$ cat config.mk
export PLATFORM = sky130hd
export DESIGN_NAME = fnd_scan_controller
export DESIGN_NICKNAME = d
export VERILOG_FILES = /design/src/rtl/fnd_scan_controller.sv
export SDC_FILE = /design/constraint.sdc
export NUM_CORES = 1
export LEC_CHECK = 0
export ABC_CLOCK_PERIOD_IN_PS = 2900
export CORE_MARGIN = 3
export CORE_UTILIZATION = 55
export DETAILED_ROUTE_END_ITERATION = 8
export GPL_TIMING_DRIVEN = 1
export PLACE_DENSITY = 0.77
export SLEW_MARGIN = 40
export SYNTH_ARGS = -nofsm -noshare
export SYNTH_HDL_FRONTEND = slang
export SYNTH_SLANG_ARGS = --single-unit
$ cat constraint.sdc
create_clock -name i_clk -period 2.9 [get_ports i_clk]
set_clock_uncertainty 0.2 [all_clocks]
set_input_delay 0.58 -clock i_clk [delete_from_list [all_inputs] [get_ports i_clk]]
set_output_delay 0.58 -clock i_clk [all_outputs]
set_load 0.01 [all_outputs]
$ cat src/rtl/fnd_scan_controller.sv
// fnd_scan_controller: converts a clamped 14-bit binary value to four BCD
// digits with a sequential double-dabble engine, then time-multiplexes the
// digits onto a common-anode 4-digit FND using active-low select and segment lines.
module fnd_scan_controller #(
  parameter int unsigned SCAN_DIV = 100_000
) (
  input  logic        i_clk,
  input  logic        i_reset_n,
  input  logic [13:0] i_value,
  input  logic        i_load,
  input  logic [3:0]  i_dp,
  input  logic        i_blank_lz,
  input  logic        i_en,
  output logic        o_busy,
  output logic [3:0]  o_fndCom,
  output logic [7:0]  o_fndFont
);

  localparam int unsigned CNT_W = (SCAN_DIV > 2) ? $clog2(SCAN_DIV) : 1;
  localparam logic [CNT_W-1:0] CNT_LAST = CNT_W'(SCAN_DIV - 1);

  typedef enum logic [1:0] {
    S_IDLE  = 2'd0,
    S_SHIFT = 2'd1,
    S_DONE  = 2'd2
  } state_t;

  state_t           r_state;
  state_t           w_state_next;
  logic [13:0]      r_bin;
  logic [15:0]      r_bcd;
  logic [3:0]       r_iter;
  logic [15:0]      r_disp;
  logic [CNT_W-1:0] r_presc;
  logic [1:0]       r_idx;
  logic [3:0]       r_com;
  logic [7:0]       r_font;

  logic [13:0]      w_clamped;
  logic [15:0]      w_bcd_adj;
  logic             w_tick;
  logic [3:0]       w_digit;
  logic             w_blank;
  logic [3:0]       w_zero;
  logic [3:0]       w_com;
  logic [7:0]       w_font;

  assign w_clamped = (i_value > 14'd9999) ? 14'd9999 : i_value;
  assign w_tick    = (r_presc == CNT_LAST);
  assign o_busy    = (r_state != S_IDLE);
  assign o_fndCom  = r_com;
  assign o_fndFont = r_font;

  // Active-low seven-segment font {dp,g..a}; dp is off in every glyph.
  function automatic logic [7:0] font_of(input logic [3:0] d);
    case (d)
      4'd0:    font_of = 8'hC0;
      4'd1:    font_of = 8'hF9;
      4'd2:    font_of = 8'hA4;
      4'd3:    font_of = 8'hB0;
      4'd4:    font_of = 8'h99;
      4'd5:    font_of = 8'h92;
      4'd6:    font_of = 8'h82;
      4'd7:    font_of = 8'hF8;
      4'd8:    font_of = 8'h80;
      4'd9:    font_of = 8'h90;
      default: font_of = 8'hFF;
    endcase
  endfunction

  // Double-dabble correction: add 3 to every BCD nibble that is 5 or more.
  always_comb begin
    for (int k = 0; k < 4; k++) begin
      w_bcd_adj[4*k +: 4] = (r_bcd[4*k +: 4] >= 4'd5) ? r_bcd[4*k +: 4] + 4'd3
                                                       : r_bcd[4*k +: 4];
    end
  end

  // Converter next-state logic.
  always_comb begin
    // NOTE: default assigned first so every path drives the signal and no latch is inferred.
    w_state_next = r_state;
    case (r_state)
      S_IDLE:  if (i_load) w_state_next = S_SHIFT;
      S_SHIFT: if (r_iter == 4'd13) w_state_next = S_DONE;
      S_DONE:  w_state_next = S_IDLE;
      default: w_state_next = S_IDLE;
    endcase
  end

  // Converter state register and shift/accumulate datapath.
  always_ff @(posedge i_clk or negedge i_reset_n) begin
    if (!i_reset_n) begin
      // NOTE: non-blocking assignments for all sequential state so every register samples pre-edge values.
      r_state <= S_IDLE;
      r_bin   <= '0;
      r_bcd   <= '0;
      r_iter  <= '0;
      r_disp  <= '0;
    end else begin
      r_state <= w_state_next;
      case (r_state)
        S_IDLE: begin
          if (i_load) begin
            r_bin  <= w_clamped;
            r_bcd  <= '0;
            r_iter <= '0;
          end
        end
        S_SHIFT: begin
          {r_bcd, r_bin} <= {w_bcd_adj[14:0], r_bin, 1'b0};
          r_iter         <= r_iter + 4'd1;
        end
        S_DONE:  r_disp <= r_bcd;
        default: ;
      endcase
    end
  end

  // Free-running prescaler and digit index; both keep running while disabled.
  always_ff @(posedge i_clk or negedge i_reset_n) begin
    if (!i_reset_n) begin
      r_presc <= '0;
      r_idx   <= '0;
    end else if (w_tick) begin
      r_presc <= '0;
      r_idx   <= r_idx + 2'd1;
    end else begin
      r_presc <= r_presc + 1'b1;
    end
  end

  // Digit selection, leading-zero blanking and decimal point for the active slot.
  always_comb begin
    for (int k = 0; k < 4; k++) begin
      w_zero[k] = (r_disp[4*k +: 4] == 4'd0);
    end
    w_digit = r_disp[4*r_idx +: 4];
    w_blank = 1'b0;
    case (r_idx)
      2'd3:    w_blank = i_blank_lz & w_zero[3];
      2'd2:    w_blank = i_blank_lz & w_zero[3] & w_zero[2];
      2'd1:    w_blank = i_blank_lz & w_zero[3] & w_zero[2] & w_zero[1];
      default: w_blank = 1'b0;
    endcase
    w_font = w_blank ? 8'hFF : font_of(w_digit);
    if (i_dp[r_idx]) w_font[7] = 1'b0;
    w_com = ~(4'b0001 << r_idx);
    if (!i_en) begin
      w_com  = 4'hF;
      w_font = 8'hFF;
    end
  end

  // Registered pin drivers.
  always_ff @(posedge i_clk or negedge i_reset_n) begin
    if (!i_reset_n) begin
      r_com  <= 4'hF;
      r_font <= 8'hFF;
    end else begin
      r_com  <= w_com;
      r_font <= w_font;
    end
  end

endmodule

**After elaboration in Yosys (flattened, before gate mapping)**

Memories as Yosys holds them, arrays and structs flattened.
Cells that the tools add are included.

- Memories: 1
- Memory bits (read-only): 112
- Input bits: 23
- Flip-flop bits (word level): 83
- Logic and storage cells: 68
- Memory bits (writable): 0
- Output and inout port bits: 13
- Latch bits: 0

Memories:

| memory | depth | bits a word | rd ports | clocked after memory_dff | wr ports | line | RTL |
|---|---|---|---|---|---|---|---|
| (no name shown) | 16 | 7 | 1 | 0 | 0 | 56 | `case (d)` |

- $mul: 0
- Div/mod/pow operators: 0
- Shift-type cells: 2
- Muxes and demuxes: 22
- Bitwise gates (word level): 4
- Magnitude comparators: 6
- $add $sub $neg: 7
- Reduce and logical (&&, ||, !) cells: 8
- Eq/ne operators: 9

Operators by type and width:

| cell | count |
|---|---|
| 16-bit one-hot mux with 2 select lines | 1 |
| 14-bit two-way mux | 2 |
| 14-bit one-hot mux with 2 select lines | 1 |
| 4-bit two-way mux | 5 |
| 17-bit by 1-bit adder with 17-bit output (second input constant) | 1 |
| 17-bit equality test (second input constant) | 1 |
| 17-bit two-way mux | 1 |
| 4-bit by 3-bit greater-or-equal comparator with 1-bit output (second input constant) | 4 |
| 16-bit two-way mux | 1 |
| 8-bit two-way mux | 2 |
| 16-bit by 5-bit indexed part select with 4-bit output | 1 |
| 14-bit > comparator (second input constant) | 1 |
| 4-bit by 2-bit adder with 4-bit output (second input constant) | 3 |
| 4-bit logical NOT | 3 |
| 4-bit one-hot mux with 2 select lines | 1 |
| 2-bit equality test (second input constant) | 3 |
| 4-bit by 1-bit adder with 4-bit output (second input constant) | 1 |
| 2-bit by 1-bit equality test with 1-bit output (second input constant) | 2 |
| 4-bit equality test (second input constant) | 1 |
| 2-bit two-way mux | 2 |
| 2-bit != test (second input constant) | 2 |
| 4-bit NOT | 1 |
| 2-bit one-hot mux with 2 select lines | 1 |
| 2-bit AND reduction | 2 |
| 11 further kinds | 15 |

**Depth between registers and ports, before layout**

- Depth after elaboration: 8
- Gate-level depth with buffers: 7
- Depth with buffers taken out: 6

**Least setup slack after synthesis**

OpenSTA, ideal clock, no wires.

- Kind: flip-flop to flip-flop
- Start: register r_idx[0]
- End: register r_font[4], in the netlist o_fndFont[4]
- Data arrival time: 1.730 ns
- Setup time: 0.084 ns
- Required time: 2.616 ns
- Period minus slack after synthesis: 2.014 ns
- Stages on the path, launching flop included: 8
- Slack: 0.886 ns
- Buffers on the path: 1
- Cell sequence: dfrtp_1 -> buf_6 -> mux4_1 -> inv_1 -> ha_1 -> nor2b_4 -> a211oi_2 -> o21ai_1

- Word-level cells in the longest chain between the ends: 4
- Elaborated cells on any way between the ends: 8
- Classes of those cells: eq/ne: 3; shift: 1; mux: 3; memory: 1

RTL lines:

| element | line | RTL |
|---|---|---|
| start, declared | 35 | `logic [1:0] r_idx;` |
| start signal, assigned | 127 | `r_idx <= r_idx + 2'd1;` |
| 16-bit by 5-bit indexed part select with 4-bit output, or another cell as far along | 138 | `w_digit = r_disp[4*r_idx +: 4];` |
| memory 16 x 7 bit or 1-bit one-hot mux with 3 select lines (tied branches) | - |  |
| 8-bit two-way mux (*) | 146 | `w_font = w_blank ? 8'hFF : font_of(w_digit);` |
| 8-bit two-way mux (*) | 149 | `if (!i_en) begin` |
| net w_font[4] | 46 | `logic [7:0] w_font;` |
| end signal, assigned | 162 | `r_font <= w_font;` |
| end, declared | 37 | `logic [7:0] r_font;` |

Mark *: on every way through the listed nets, which the timed path passes. The rest lies on a longest branch.
A chain may end at the register's enable or synchronous reset.

**Worst setup path after layout**

- Start: register r_state[1]
- End: output port o_busy

- Word-level cells in the longest chain between the ends: 1

RTL lines:

| element | line | RTL |
|---|---|---|
| start, declared | 28 | `state_t r_state;` |
| start signal, assigned | 101 | `r_state <= w_state_next;` |
| 2-bit nonzero test | 50 | `assign o_busy = (r_state != S_IDLE);` |
| end, declared | 14 | `output logic o_busy,` |

Every way passes these cells.

==> impl_metrics.json <==
{
  "status": "finished, final reports clean",
  "cts_buffer_depth": 2,
  "n_antenna_cell": 0,
  "r2r-end": "o_fndFont[3]",
  "worst_r2r_startpoint": "r_idx[0]",
  "crit_arrival_ns": 1.71,
  "peakVddDrop_mv": 0.711,
  "routed_wl_um": 7880,
  "grt_max_degree": 63,
  "p_leak_uw": 0.00208,
  "io_pins": 36,
  "power.total_uw": 4140,
  "cts.htree.levels": 3,
  "ant_nets": 0,
  "via_per_inst": 5.69,
  "placed_area_um2": 4530,
  "final_cell_mix": "dfrtp_1 (71), clkdlybuf4s50_1 (34), nand2_1 (30), inv_1 (26)",
  "cts.repair.resized": 0,
  "cts_tree": "yes",
  "hold_path.class": "register to register",
  "fmax_mhz": 401,
  "io_buffers": 35,
  "worstMarginPinSlew_ns": 0.654,
  "syn_area_um2": 4090,
  "clkTransAtPathRegs_ns": 0.08,
  "overflow": 0,
  "powerDensity_nw_per_um2": 874,
  "min_to": "r_bcd[0]",
  "slew_viol_final": 0,
  "post_drt_wl_per_cell_um": 15.4,
  "ys_seq_area_frac": 0.512,
  "die_w_um": 92.2,
  "coreArea_um2": 6980,
  "worstSetupPathType": "register to output port",
  "min_period_ns": 2.49,
  "layout.cells.most_common": "dfrtp_1",
  "start_util": 0.585,
  "hold_viol_final": 0,
  "dp_cells": 494,
  "rsz0062_at_grt": "no",
  "hp-start": "r_bin[13]",
  "syn_to_final_growth_pct": 15.7,
  "grt_pass1_wl_um": 13700,
  "reg2reg_depth": 5,
  "antenna_found_initial": 0,
  "chipHeight_um": 92.2,
  "r2r_setup_slack_ns": 0.62,
  "max_cap_viol_count": 0,
  "row_count": 30,
  "numCtsBuffers": 9,
  "end_kind": "output port",
  "start_kind": "register",
  "place_congestion": 0.900,
  "grt_use_total": 0.204,
  "synth_nets": 418,
  "drt-initial-drc-count": 158,
  "hold_path_depth": 2,
  "synthFlopType": "dfrtp_1",
  "clock_latency_ns": 0.35,
  "stdcell_area_um2": 4730,
  "synth.ff_latch_count": 83,
  "die_area_um2": 8500,
  "tns_ns": 0,
  "maxSlewHeadroom": 0.564,
  "fill_cells": 566,
  "clock_sinks": 83,
  "syn_avg_cell_area_um2": 10.9,
  "ys_warn_count": 0,
  "worstPathRequired_ns": 2.12,
  "drtPass1Iterations": 4,
  "fin_crit_sh": 0.859,
  "layout.nets": 454,
  "root_buffer": "clkbuf_8",
  "layout-drive-gt1-share": 0.142,
  "route.detailed.drc": 0,
  "critPathMaxFanout": 15,
  "grt_pass1_vias": 2950,
  "setup_viol": 0,
  "hpwlAfterDp_um": 5600,
  "postSynthCellCount": 374,
  "synthDistinctLibCells": 54,
  "synth-edff-count": 0,
  "vias": 2910,
  "finalNonFillerCells": 511,
  "synthArstFlopShare": 1.00
}
registers in the layout (all words and copies together) (netlist names):
| name | count |
|---|---|
| r_bin | 14 |
| r_idx | 2 |
| o_fndFont | 8 |
| r_disp | 16 |
| r_iter | 4 |
| r_presc | 17 |
| r_state | 2 |
| o_fndCom | 4 |
| r_bcd | 16 |
critical path, stage by stage, from the launching register on:
cell and delay, ns:
dfrtp_1 0.54, or2_2 0.34, clkdlybuf4s50_1 0.48
logic make-up (layout without fill, tap and decap cells):
group,after synthesis,after routing,share of synthesized area
AND/OR/NAND/NOR,108,108,0.135
flip-flops,83,83,0.512
AO/OA/AOI/OAI,79,79,0.131
buffers and inverters,42,83,0.0425
adder cells (fa/ha/maj),21,21,0.0643
XOR/XNOR,21,21,0.0450
multiplexers,20,20,0.0698
synth_stat cells (all sizes together), types with 2 or more instances:
master	count	share of area
a211oi	7	0.014
a21o	4	0.0073
a21oi	10	0.014
a222oi	2	0.0049
a22o	5	0.011
a32o	4	0.0098
and2	2	0.0031
and3	2	0.0031
and4	2	0.0043
buf	3	0.0067
clkbuf	12	0.011
dfrtp	71	0.43
dfstp	12	0.077
ha	21	0.064
inv	27	0.025
mux2	12	0.033
mux2i	3	0.0073
mux4	5	0.029
nand2	30	0.028
nand2b	7	0.011
nand3	5	0.0061
nand4	5	0.0077
nor2	26	0.024
nor2b	4	0.0080
nor3	8	0.0098
nor3b	6	0.011
nor4	3	0.0046
o21ai	28	0.034
o22ai	5	0.0077
o31ai	5	0.0092
o32ai	3	0.0064
or2	2	0.0031
xnor2	14	0.030
xor2	7	0.015
routing by layer:
| metal | share of wire | global-route usage | routed length [um] | vias up |
|---|---|---|---|---|
| li1 | - | - | - | 1389 |
| met1 | 0.45 | 0.264 | 3580 | 1449 |
| met2 | 0.49 | 0.327 | 3850 | 58 |
| met3 | 0.043 | 0.0615 | 336 | 14 |
| met4 | 0.015 | 0.0681 | 117 | 0 |
| met5 | 0 | 0 | 0 | - |
final cells by class:
| cell class | instances | area (um^2) | share of cell area |
|---|---|---|---|
| clock buffer | 9 | 124 | 0.0262 |
| clock inverter | 7 | 68.8 | 0.0145 |
| inverter | 27 | 101 | 0.0214 |
| multi-input combinational | 249 | 1820 | 0.386 |
| sequential | 83 | 2090 | 0.442 |
| tap | 96 | 120 | 0.0254 |
| timing repair buffer | 40 | 400 | 0.0846 |
report_power, final:
part	internal [uW]	total, uW	leakage (uW)	switching [uW]
clock network	394	801	0.0000950	407
registers	1540	1810	0.00105	276
logic	739	1520	0.000942	786
worst max path at each step:
stage                               to  slack, ns         from  cells after the start
after global placement        r_bin[8]       0.47   i_value[7]                      5
after CTS                       o_busy       0.40   r_state[0]                      2
after global routing            o_busy       0.32   r_state[1]                      2
after floorplan           o_fndFont[4]       0.89     r_idx[0]                      7
final                           o_busy       0.41   r_state[1]                      2
after detailed placement      r_bin[1]       0.41  i_value[10]                      5
metrics by stage:
stage | utilization | setup WS [ns] | hold WS (ns)
2_1_floorplan | - | 0.886 | 0.0844
3_3_place_gp | 0.648 | 0.471 | 0.263
3_5_place_dp | 0.648 | 0.414 | 0.275
4_1_cts | 0.677 | 0.402 | 0.288
5_1_grt | 0.678 | 0.316 | 0.331
6_report | 0.678 | 0.408 | 0.286
timing repair:
| item | CTS | global route |
|---|---|---|
| setup buffers | 0 | 0 |
| hold buffers | 1 | 0 |
| endpoints found under the hold margin | 17 | 0 |
Power figures use the tool's default switching activity.
